`src/rtl/fetch_stage.sv`:
```
// Instruction-fetch front end: owns the PC, issues in-order fetches to
// instruction memory, buffers returned words in a small shift queue and
// presents the head to IF/ID. Redirects flush the queue and mark every
// response still in flight as stale.
module fetch_stage #(
  parameter int PC_W    = 64,
  parameter int INSTR_W = 32,
  parameter int DEPTH   = 2
) (
  input  logic               CLK,
  input  logic               reset,
  input  logic [PC_W-1:0]    startpc,
  output logic [PC_W-1:0]    currentpc,
  output logic               imem_req,
  output logic [PC_W-1:0]    imem_addr,
  input  logic               imem_gnt,
  input  logic               imem_rvalid,
  input  logic [INSTR_W-1:0] imem_rdata,
  input  logic               redirect_valid,
  input  logic [PC_W-1:0]    redirect_pc,
  output logic               ifid_valid,
  output logic [INSTR_W-1:0] ifid_instr,
  output logic [PC_W-1:0]    ifid_pc,
  input  logic               id_ready
);

  // Counters hold 0..DEPTH; FIFO pointers wrap naturally because DEPTH is a
  // power of two (fixed at 2 for this revision).
  localparam int CNT_W = $clog2(DEPTH + 1);
  localparam int PTR_W = (DEPTH > 1) ? $clog2(DEPTH) : 1;

  logic [PC_W-1:0]    pc_q;
  logic [CNT_W-1:0]   inflight_q;
  logic [CNT_W-1:0]   discard_q;
  logic [CNT_W-1:0]   count_q;

  // Address tags for in-flight requests, popped in order as responses return.
  logic [PC_W-1:0]    tag_mem [DEPTH];
  logic [PTR_W-1:0]   tag_wr_q;
  logic [PTR_W-1:0]   tag_rd_q;

  // Instruction buffer; entry 0 is always the head.
  logic [INSTR_W-1:0] buf_instr_q [DEPTH];
  logic [PC_W-1:0]    buf_pc_q    [DEPTH];
  logic [INSTR_W-1:0] buf_instr_d [DEPTH];
  logic [PC_W-1:0]    buf_pc_d    [DEPTH];

  logic               pop;
  logic               rsp;
  logic               push;
  logic               req_acc;
  logic               credit_ok;
  logic [CNT_W:0]     credit_used;
  logic [PTR_W-1:0]   wr_slot;
  logic [PC_W-1:0]    rsp_tag;

  assign currentpc  = pc_q;
  assign imem_addr  = pc_q;
  assign ifid_valid = (count_q != '0);
  assign ifid_instr = buf_instr_q[0];
  assign ifid_pc    = buf_pc_q[0];

  assign pop = ifid_valid && id_ready;

  // A response with nothing in flight is a protocol error and is ignored.
  assign rsp     = imem_rvalid && (inflight_q != '0);
  assign rsp_tag = tag_mem[tag_rd_q];
  assign push    = rsp && (discard_q == '0) && !redirect_valid;

  // Slots already claimed by buffered words or outstanding requests. A head
  // leaving this cycle frees its slot, which lets a one-cycle memory sustain
  // one fetch per cycle without ever overflowing the buffer.
  assign credit_used = {1'b0, inflight_q} + {1'b0, count_q} - (CNT_W+1)'(pop);
  assign credit_ok   = credit_used < (CNT_W+1)'(DEPTH);

  assign imem_req = !reset && !redirect_valid && credit_ok;
  assign req_acc  = imem_req && imem_gnt;

  // A simultaneous pop vacates the head first, so the new word lands one slot lower.
  assign wr_slot = PTR_W'(count_q - CNT_W'(pop));

  // Next buffer contents: shift toward the head on pop, then write the tail.
  always_comb begin
    buf_instr_d = buf_instr_q;
    buf_pc_d    = buf_pc_q;
    if (!redirect_valid) begin
      if (pop) begin
        for (int i = 0; i < DEPTH - 1; i++) begin
          buf_instr_d[i] = buf_instr_q[i+1];
          buf_pc_d[i]    = buf_pc_q[i+1];
        end
      end
      if (push) begin
        buf_instr_d[wr_slot] = imem_rdata;
        buf_pc_d[wr_slot]    = rsp_tag;
      end
    end
  end

  // Buffer storage; cleared by reset so IF/ID sees zeros out of reset.
  always_ff @(posedge CLK) begin
    if (reset) begin
      for (int i = 0; i < DEPTH; i++) begin
        buf_instr_q[i] <= '0;
        buf_pc_q[i]    <= '0;
      end
    end else begin
      buf_instr_q <= buf_instr_d;
      buf_pc_q    <= buf_pc_d;
    end
  end

  // Tag storage: record the address of each accepted request.
  always_ff @(posedge CLK) begin
    if (req_acc) begin
      tag_mem[tag_wr_q] <= pc_q;
    end
  end

  // PC, credit counters, stale-response accounting and tag pointers.
  always_ff @(posedge CLK) begin
    if (reset) begin
      pc_q       <= startpc;
      inflight_q <= '0;
      discard_q  <= '0;
      count_q    <= '0;
      tag_wr_q   <= '0;
      tag_rd_q   <= '0;
    end else begin
      inflight_q <= inflight_q + CNT_W'(req_acc) - CNT_W'(rsp);
      if (req_acc) begin
        tag_wr_q <= tag_wr_q + PTR_W'(1);
      end
      if (rsp) begin
        tag_rd_q <= tag_rd_q + PTR_W'(1);
      end
      if (redirect_valid) begin
        // Everything still outstanding after this cycle belongs to the old path.
        pc_q      <= redirect_pc & ~PC_W'(3);
        discard_q <= inflight_q - CNT_W'(rsp);
        count_q   <= '0;
      end else begin
        if (req_acc) begin
          pc_q <= pc_q + PC_W'(4);
        end
        if (rsp && (discard_q != '0)) begin
          discard_q <= discard_q - CNT_W'(1);
        end
        count_q <= count_q + CNT_W'(push) - CNT_W'(pop);
      end
    end
  end

endmodule

```
`config.mk`:
```
export PLATFORM = sky130hd
export DESIGN_NAME = fetch_stage
export DESIGN_NICKNAME = d
export VERILOG_FILES = /design/src/rtl/fetch_stage.sv
export SDC_FILE = /design/constraint.sdc
export NUM_CORES = 1
export LEC_CHECK = 0
export CORE_MARGIN = 2
export CORE_UTILIZATION = 50
export DETAILED_ROUTE_END_ITERATION = 8
export DONT_BUFFER_PORTS = 1
export PLACE_DENSITY = 0.66
export SLEW_MARGIN = 20
export SYNTH_ARGS = -nofsm -noshare
export SYNTH_HDL_FRONTEND = slang
export SYNTH_SLANG_ARGS = --single-unit
```
`constraint.sdc`:
```
create_clock -name CLK -period 10.2 [get_ports CLK]
set_input_delay 1.53 -clock CLK [delete_from_list [all_inputs] [get_ports CLK]]
set_output_delay 1.53 -clock CLK [all_outputs]
set_load 0.03 [all_outputs]
```
======== After elaboration in Yosys (flattened, before gate mapping) ========
Memories as Yosys holds them, arrays and structs flattened. A register that Yosys moved wholly into a read port is not among the register bits.
Index checks and enable logic that the tools add are counted.
word-level totals
  register bits after elaboration ......... 264
  latch bits .............................. 0
  bits in writable memories ............... 128
  ROM bits ................................ 0
  output and inout port bits .............. 226
  memories kept ........................... 1
operators by class
  $add $sub $neg .......................... 12
  $mul .................................... 0
  div/mod/pow operators ................... 0
  $lt $le $gt $ge ......................... 3
  equal/unequal tests ..................... 0
  shifts and indexed selects .............. 0
  muxes and demuxes ....................... 21
  bitwise logic cells ..................... 2
  reduce and logical (&&, ||, !) cells .... 19
memories
  name     words  bits a word  read ports  clocked after memory_dff  wr ports  RTL line  RTL
  tag_mem  2      64           1           1                         1         38        logic [PC_W-1:0] tag_mem [DEPTH];
operators by type and width
  cell                                                                          number
  64-bit two-way mux                                                            7
  128-bit bitwise mux                                                           1
  128-bit two-way mux                                                           1
  32-bit two-way mux                                                            3
  64-bit by 3-bit adder with 64-bit output, second input constant               1
  64-bit bitwise mux                                                            1
  64-bit demux with 1-bit select                                                1
  32-bit demux with 1-bit select                                                1
  1-bit logical AND                                                             9
  2-bit nonzero test                                                            4
  2-bit by 1-bit subtractor with 2-bit output                                   3
  2-bit by 1-bit adder with 2-bit output                                        2
  1-bit two-way mux                                                             4
  2-bit two-way mux                                                             2
  2-bit by 2-bit adder with 3-bit output                                        1
  3-bit by 2-bit less-than comparator with 1-bit output, second input constant  1
  3-bit nonzero test                                                            1
  3-bit by 1-bit subtractor with 3-bit output                                   1
  1-bit adder, second input constant                                            2
  2-bit greater-or-equal comparator, second input constant                      1
  1-bit zero test                                                               2
  2-bit zero test                                                               1
  2-bit by 1-bit less-than comparator with 1-bit output, second input constant  1
  1-bit NOT with 2-bit output                                                   1
  other kinds (5)                                                               5

======== Logic depth before layout (Yosys ltp) ========
Gate-level depths: netlist (run 1).
  depth in word-level cells ............... 10
  gate-level depth with buffers ........... 13
  mapped depth without buffers ............ 12

======== Worst setup path after synthesis (run 1) ========
Ideal clock, no wire load.
  path type ............................... input port to flip-flop
  start point ............................. input port id_ready
  end point ............................... memory tag_mem[0][0], enable pin
  library setup time ...................... 0.487 ns
  arrival time ............................ 6.128 ns
  data required time ...................... 9.713 ns
  setup slack ............................. 3.586 ns
  stages on the path ...................... 9
  cells stage by stage .................... o21ai_2 -> clkbuf_1 -> buf_1 -> nor2_1 -> fa_1 -> xor2_1 -> and3_1 -> nand2_1 -> nor2_1
between the ends
  cells in the longest elaborated chain, start to end .. 7
RTL lines
  what                                                   RTL line  RTL
  from (decl)                                            24        input logic id_ready
  1-bit logical AND                                      63        assign pop = ifid_valid && id_ready;
  3-bit by 1-bit subtractor with 3-bit output            73        assign credit_used = {1'b0, inflight_q} + {1'b0, count_q} - (CNT_W+1)'(pop);
  3-bit by 2-bit less-than comparator with 1-bit output  74        assign credit_ok = credit_used < (CNT_W+1)'(DEPTH);
  1-bit logical AND                                      76        assign imem_req = !reset && !redirect_valid && credit_ok;
  named net imem_req                                     14        output logic imem_req,
  1-bit logical AND                                      77        assign req_acc = imem_req && imem_gnt;
  1-bit two-way mux                                      115       if (req_acc) begin
  1-bit two-way mux (implied by the code)                116       tag_mem[tag_wr_q] <= pc_q;
  to (decl)                                              38
The timed path passes the listed nets, and every way through them passes these cells.

======== Worst setup path in the final report (run 1) ========
  start point ............................. input port id_ready
  end point ............................... output port imem_req
between the ends
  cells in the longest elaborated chain, start to end .. 4
RTL lines
  what                                                   RTL line
  1-bit logical AND                                      63
  3-bit by 1-bit subtractor with 3-bit output            73
  3-bit by 2-bit less-than comparator with 1-bit output  74
  1-bit logical AND                                      76
  to (decl)                                              14
Every way passes these cells.

==> metrics.log, run 1 <==
INFO  metric drt_first_pass_iters = 5
INFO  metric insertion_delay = 550 ps
INFO  metric fin_area = 18600 um2
INFO  metric final-max-slew-violation-count = 0
INFO  metric report.power.total = 4.12 mW
INFO  metric syn_area = 18200 um2
INFO  metric first_pass_grt_wire_length = 68500 um
INFO  metric antenna_violating_nets_post_route = 0
INFO  metric avgViaCountPerCell = 6.04
INFO  metric die_height = 195 um
INFO  metric initial_core_util = 0.510
INFO  metric rsz_0062_raised_after_global_routing = no
INFO  metric run_status = finished clean
INFO  metric globalRouteTotalUtil = 0.233
INFO  metric netlist.top_cell.by_area = edfxtp_1
INFO  metric gr-total-overflow = 0
INFO  metric fp.dieArea = 38000 um2
INFO  metric clk_pin_slew_worst_paths = 50 ps
INFO  metric reg2reg_depth = 11
INFO  metric post_cts_buffers = 0
INFO  metric clk_root_buffer_cell = clkbuf_16
INFO  metric clock_tree_from_tritoncts = done
INFO  metric ys.flop_type = dfxtp_1
INFO  metric timing.critical_path.to_type = output port
INFO  metric finalSetupTns = 0 ps
INFO  metric hold_path_class = flop to flop
INFO  metric synth.ff_latch_count = 393
INFO  metric timing.critical_path.to = imem_req
INFO  metric clockBufferDepth = 3
INFO  metric detailed_place_hpwl = 29100 um
INFO  metric worst_setup_path_start_kind = input port
INFO  metric cellLeakagePower = 6.12 nW
INFO  metric synth.top_cells.by_area = edfxtp_1, dfxtp_1, buf_4
INFO  metric numCtsBuffers = 43
INFO  metric drv.max_cap_violation_count = 0
INFO  metric worst-endpoint-arrival = 3930 ps
INFO  metric std_cell_rows = 69
INFO  metric finalSetupViolations = 0
INFO  metric coreArea = 35700 um2
INFO  metric drtIter0Drc = 902
INFO  metric grt_max_degree = 191
INFO  metric hold_buffers = 0
INFO  metric worstReg2RegEnd = tag_mem[1][32]
INFO  metric timing_hold_violations_final = 0
INFO  metric boundaryPins = 392
INFO  metric totalWireLength = 45700 um
INFO  metric finalWeightedCongestion = 0.832
INFO  metric period_share = 0.535
INFO  metric synthDistinctLibCells = 53
INFO  metric layout_min_cycle_time = 5460 ps
INFO  metric antenna_found_initial = 4
INFO  metric power.density = 222 nW/um2
INFO  metric r2r_start = count_q[1]
INFO  metric netlist.area_leader.share = 0.316
INFO  metric h-tree-depth = 2
INFO  metric crit_start = id_ready
INFO  metric worst-slew-pin-transition = 1140 ps
INFO  metric synth-edff-count = 192
INFO  metric cts_resized = 0
INFO  metric synthesis.area_per_instance = 10.6 um2
INFO  metric synthesis.yosys.warnings = 0
INFO  metric synth.net_count = 1889
INFO  metric design.final.nets = 1663
INFO  metric crit_fanout = 62
INFO  metric regToRegSetupSlack = 5210 ps
INFO  metric drc = 0
INFO  metric cp.required = 8670 ps
INFO  metric synth-async-reset-ratio = 0
INFO  metric area_delta_synth_final = 2.02%
INFO  metric achievable-frequency = 183 MHz
INFO  metric vias_in_the_first_global_route = 11.0k
INFO  metric die_x = 195 um
INFO  metric syn-instance-count = 1714
INFO  metric dpl_cell_area = 17200 um2
INFO  metric peakVddDrop = 111 uV
INFO  metric port_buffer_count = 0
INFO  metric timing.max_slew.rel_slack = 0.239
INFO  metric num_vias = 12.0k
INFO  metric seq_area_frac_synth = 0.537
INFO  metric final_layout_size_suffix_gt1_frac = 0.138
INFO  metric crit_type = input port to output port
INFO  metric detail_route.wl_per_cell = 23.1 um
INFO  metric fin_worst_skew = 17.7 ps
INFO  metric tritoncts_num_sinks = 393
## cell families after synthesis
family | after synthesis | share of synthesized area
simple gates | 425 | 0.116
compound gates | 406 | 0.159
flops | 393 | 0.537
buf+inv | 339 | 0.107
mux | 80 | 0.0440
xor+xnor | 62 | 0.0298
fa+ha+maj | 9 | 0.00659
## Yosys cell counts (3+ instances only)
cell type / number
a211oi_1: 66
a21oi_1: 142
a22oi_1: 24
a31oi_1: 3
and2_1: 5
and3_1: 13
and4_1: 7
buf_1: 8
buf_2: 32
buf_4: 166
buf_6: 3
clkbuf_1: 78
dfxtp_1: 201
edfxtp_1: 192
ha_1: 8
inv_1: 49
mux2i_1: 79
nand2_1: 118
nand2b_1: 6
nand3_1: 21
nand3_2: 4
nand4_1: 16
nand4_2: 3
nor2_1: 100
nor2b_1: 3
nor3_1: 105
nor3_2: 8
nor4_1: 4
o21a_1: 5
o21ai_0: 43
o21ai_1: 12
o221a_2: 94
o22ai_1: 7
o31ai_1: 6
xnor2_1: 39
xor2_1: 23
## layout make-up
cell class              instances  area (um2)
clock inverters                15        81.3
clock buffers                  62        1240
repair buffers                 16         173
flip-flops and latches        393        9790
diodes                          3        7.51
inverters                      52         196
multi-input cells             982        6530
well taps                     461         577
fillers                      3113       17100
## layer usage
layer | GRT usage | wire, um
met5 | 0 | 16
met3 | 0.0554 | 3590
met1 | 0.337 | 21100
met4 | 0.0755 | 1140
met2 | 0.345 | 19900
## power breakdown
group,switching (mW),internal [mW],total [mW]
combinational,0.299,0.199,0.498
clock,0.613,0.841,1.45
sequential,0.367,1.80,2.17
## critical path, cell delays in order
cell and delay [ps]:
o21ai_4 120, buf_16 210, buf_4 350, mux2i_1 560, nand2_1 140, fa_1 410
xor2_1 150, and3_1 420
## cells in the final DEF (no fill, tap or decap), types with 3 or more instances in the layout
cell type	n
nor2_1	96
a211oi_1	66
nand4_1	16
and3_1	13
nand3_2	4
o21a_1	5
nand2_1	117
clkinv_1	4
inv_1	49
clkbuf_1	10
clkbuf_8	9
o31ai_1	6
dfxtp_1	200
and2_1	5
edfxtp_1	192
a21oi_1	142
clkinv_2	10
mux2i_1	79
clkbuf_16	43
and4_1	7
a31oi_1	3
nor2_4	4
nor3_1	105
buf_4	13
o22ai_1	7
o21ai_1	12
nand4_2	3
a22oi_1	24
nand2b_1	5
xnor2_1	39
xor2_1	23
diode_2	3
nand3_1	21
nor4_1	4
ha_1	8
o221a_2	94
o21ai_0	43
nor3_2	8
## worst min path at each step
stage	from	endpoint	slack (ps)	cells after the start
2_1_floorplan	flop	flop	440	2
3_3_place_gp	flop	flop	440	2
3_5_place_dp	flop	flop	450	2
4_1_cts	flop	flop	460	2
5_1_grt	flop	flop	470	2
6_report	flop	flop	460	2
## metrics by stage
step	setup slack [ps]	hold slack [ps]	utilization	instances
after floorplan	3590	437	-	1714
after global placement	4240	442	0.481	1901
after detailed placement	4150	447	0.482	1902
after CTS	4660	456	0.519	1979
after global routing	4490	473	0.520	1983
final	4740	455	0.520	1984
Note: power is estimated with default switching activity, not from simulation.
==> run 2: changes to the inputs <==
==> constraint.sdc (replaced) <==
create_clock -name CLK -period 5.5 [get_ports CLK]
set_input_delay 0.825 -clock CLK [delete_from_list [all_inputs] [get_ports CLK]]
set_output_delay 0.825 -clock CLK [all_outputs]
set_load 0.03 [all_outputs]
==> metrics.log, run 2 (synthesis gave the netlist of run 1 again) <==
INFO  metric run_status = finished clean (unchanged)
INFO  metric worst-endpoint-arrival = 3950 ps (was 3930 ps)
INFO  metric drv.max_cap_violation_count = 0 (unchanged)
INFO  metric finalSetupViolations = 0 (unchanged)
INFO  metric totalWireLength = 46300 um (was 45700 um)
INFO  metric crit_type = flop to flop (was input port to output port)
INFO  metric period_share = 0.677
INFO  metric numCtsBuffers = 43 (unchanged)
INFO  metric mostFrequentLayoutCell = dfxtp_1 (unchanged)
INFO  metric fp.dieArea = 38000 um2 (unchanged)
INFO  metric library_cell_contributing_the_largest_single_delay_on_the_critical_path = nor2_4 (was mux2i_1)
INFO  metric power.density = 419 nW/um2 (was 222 nW/um2)
INFO  metric worst-slew-pin-transition = 1130 ps (was 1140 ps)
INFO  metric mostFrequentLayoutCells = dfxtp_1, edfxtp_1, a21oi_1 (unchanged)
INFO  metric regToRegSetupSlack = 1780 ps (was 5210 ps)
INFO  metric std_cell_rows = 69 (unchanged)
INFO  metric area_delta_synth_final = 2.35% (was 2.02%)
INFO  metric grt_max_degree = 191 (unchanged)
INFO  metric cts_resized = 0 (unchanged)
INFO  metric design.final.nets = 1662 (was 1663)
INFO  metric drt_first_pass_iters = 5 (unchanged)
INFO  metric place_ws = 1430 ps (was 4150 ps)
INFO  metric drc = 0 (unchanged)
INFO  metric antenna_found_initial = 4 (unchanged)
INFO  metric hold_start = imem_rdata[20]
INFO  metric finalWorstSetupSlack = 1780 ps (was 4740 ps)
INFO  metric clk_pin_slew_worst_paths = 60 ps (was 50 ps)
INFO  metric fin_worst_skew = 14.8 ps (was 17.7 ps)
INFO  metric gr-total-overflow = 0 (unchanged)
INFO  metric timing.critical_path.to_type = flop (was output port)
INFO  metric hold_buffers = 0 (unchanged)
INFO  metric clockBufferDepth = 3 (unchanged)
INFO  metric h-tree-depth = 2 (unchanged)
INFO  metric post_cts_buffers = 0 (unchanged)
INFO  metric antenna_violating_nets_post_route = 0 (unchanged)
INFO  metric clk_root_buffer_cell = clkbuf_16 (unchanged)
INFO  metric achievable-frequency = 269 MHz
INFO  metric finish.utilization = 0.522 (was 0.520)
INFO  metric layoutNonFillerInstCount = 1984 (unchanged)
INFO  metric ordered_list_of_cells_on_the_worst_path = mux2i_1 -> nand2_1 -> fa_1 -> xor2_1 -> and3_1 -> nand2_1 -> nor2_4 -> buf_12 (was o21ai_4 -> buf_16 -> buf_4 -> mux2i_1 -> nand2_1 -> fa_1 -> xor2_1 -> and3_1)
INFO  metric cellLeakagePower = 6.15 nW (was 6.12 nW)
INFO  metric coreArea = 35700 um2 (unchanged)
INFO  metric timing.max_slew.rel_slack = 0.245 (was 0.239)
INFO  metric hold_path_class = input port to flop (was flop to flop)
INFO  metric initial_core_util = 0.510 (unchanged)
INFO  metric die_x = 195 um (unchanged)
INFO  metric crit_top_cell = nand2_1
INFO  metric worstReg2RegEnd = tag_mem[0][62] (was tag_mem[1][32])
INFO  metric boundaryPins = 392 (unchanged)
INFO  metric layout_min_cycle_time = 3720 ps
INFO  metric num_vias = 12.0k (about the same)
INFO  metric globalRouteTotalUtil = 0.239 (was 0.233)
INFO  metric tritoncts_num_sinks = 393 (unchanged)
INFO  metric port_buffer_count = 0 (unchanged)
INFO  metric rsz_0062_raised_after_global_routing = no (unchanged)
INFO  metric critPathMaxStageDelay = 640 ps (was 560 ps)
INFO  metric clock_tree_from_tritoncts = done (unchanged)
INFO  metric insertion_delay = 550 ps (about the same)
INFO  metric die_height = 195 um (unchanged)
INFO  metric crit_start = count_q[0] (was id_ready)
INFO  metric place.detailed.instances = 1903 (was 1902)
INFO  metric cp.required = 5730 ps (was 8670 ps)
INFO  metric hold-path-cell-count = 2 (unchanged)
INFO  metric finalWeightedCongestion = 0.809 (was 0.832)
INFO  metric worst_setup_path_start_kind = flop (was input port)
INFO  metric worst_hold_check_slack = 404 ps (was 455 ps)
INFO  metric detailed_place_hpwl = 29000 um (was 29100 um)
INFO  metric final-max-slew-violation-count = 0 (unchanged)
INFO  metric vias_in_the_first_global_route = 11.5k (was 11.0k)
INFO  metric r2r_start = count_q[0] (was count_q[1])
INFO  metric avgViaCountPerCell = 6.07 (was 6.04)
INFO  metric finalSetupTns = 0 ps (unchanged)
INFO  metric reg2reg_depth = 8 (was 11)
INFO  metric crit_fanout = 41 (was 62)
INFO  metric drtIter0Drc = 815 (was 902)
INFO  metric timing_hold_violations_final = 0 (unchanged)
INFO  metric detail_route.wl_per_cell = 23.3 um (was 23.1 um)
INFO  metric peakVddDrop = 247 uV (was 111 uV)
INFO  metric final_layout_size_suffix_gt1_frac = 0.139 (was 0.138)
INFO  metric first_pass_grt_wire_length = 70300 um (was 68500 um)
[run 2: cell count changes in the layout (fill, tap and decap cells not counted), sizes merged]
cell	previous run	this run
buf	16	15
bufinv	0	3
clkinvlp	1	0
inv	51	50
[run 2: where the power goes]
group,internal [mW],switching (mW),total [mW]
Sequential,3.34,0.730,4.07
Combinational,0.367,0.499,0.866
Clock,1.72,1.16,2.88
[run 2: per-stage QoR]
stage / area [um2] / power [mW]
after detailed placement: 17200 / 4.99
after CTS: 18600 / 7.89
after global routing: 18700 / 8.13
after floorplan: 18200 / 4.87
final: 18700 / 7.82
after global placement: 17200 / 4.96
[run 2: layout make-up]
| class | count | area (um2) |
|---|---|---|
| Clock inverter | 16 | 169 |
| Sequential cell | 393 | 9790 |
| Fill cell | 3091 | 17100 |
| Timing Repair Buffer | 15 | 133 |
| Antenna cell | 3 | 7.51 |
| Inverter | 52 | 196 |
| Clock buffer | 62 | 1250 |
| Multi-Input combinational cell | 982 | 6530 |
| Tap cell | 461 | 577 |
[run 2: critical path: cells and delay by family (launching register included)]
family                     cells  cell delay [ps]
xor gates and xnor gates       1              150
muxes                          1              510
buffers and inverters          1              310
adders and majority gates      1              390
and+or+nand+nor                4             1540
DFF                            1              440
[run 2: per-layer routing]
metal | vias to the layer above | wire length, um | GRT usage
met4 | 2 | 1600 | 0.0984
li1 | 5647 | - | -
met5 | - | 13 | 0
met2 | 505 | 19800 | 0.347
met1 | 5797 | 21200 | 0.342
met3 | 88 | 3710 | 0.0597
[run 2: worst max path at each step]
stage | depth (start not counted) | end
after floorplan | 9 | tag_mem[0][0]
after global placement | 9 | tag_mem[0][56]
after detailed placement | 9 | tag_mem[0][55]
after CTS | 8 | tag_mem[0][31]
after global routing | 8 | tag_mem[0][46]
final | 8 | tag_mem[0][62]
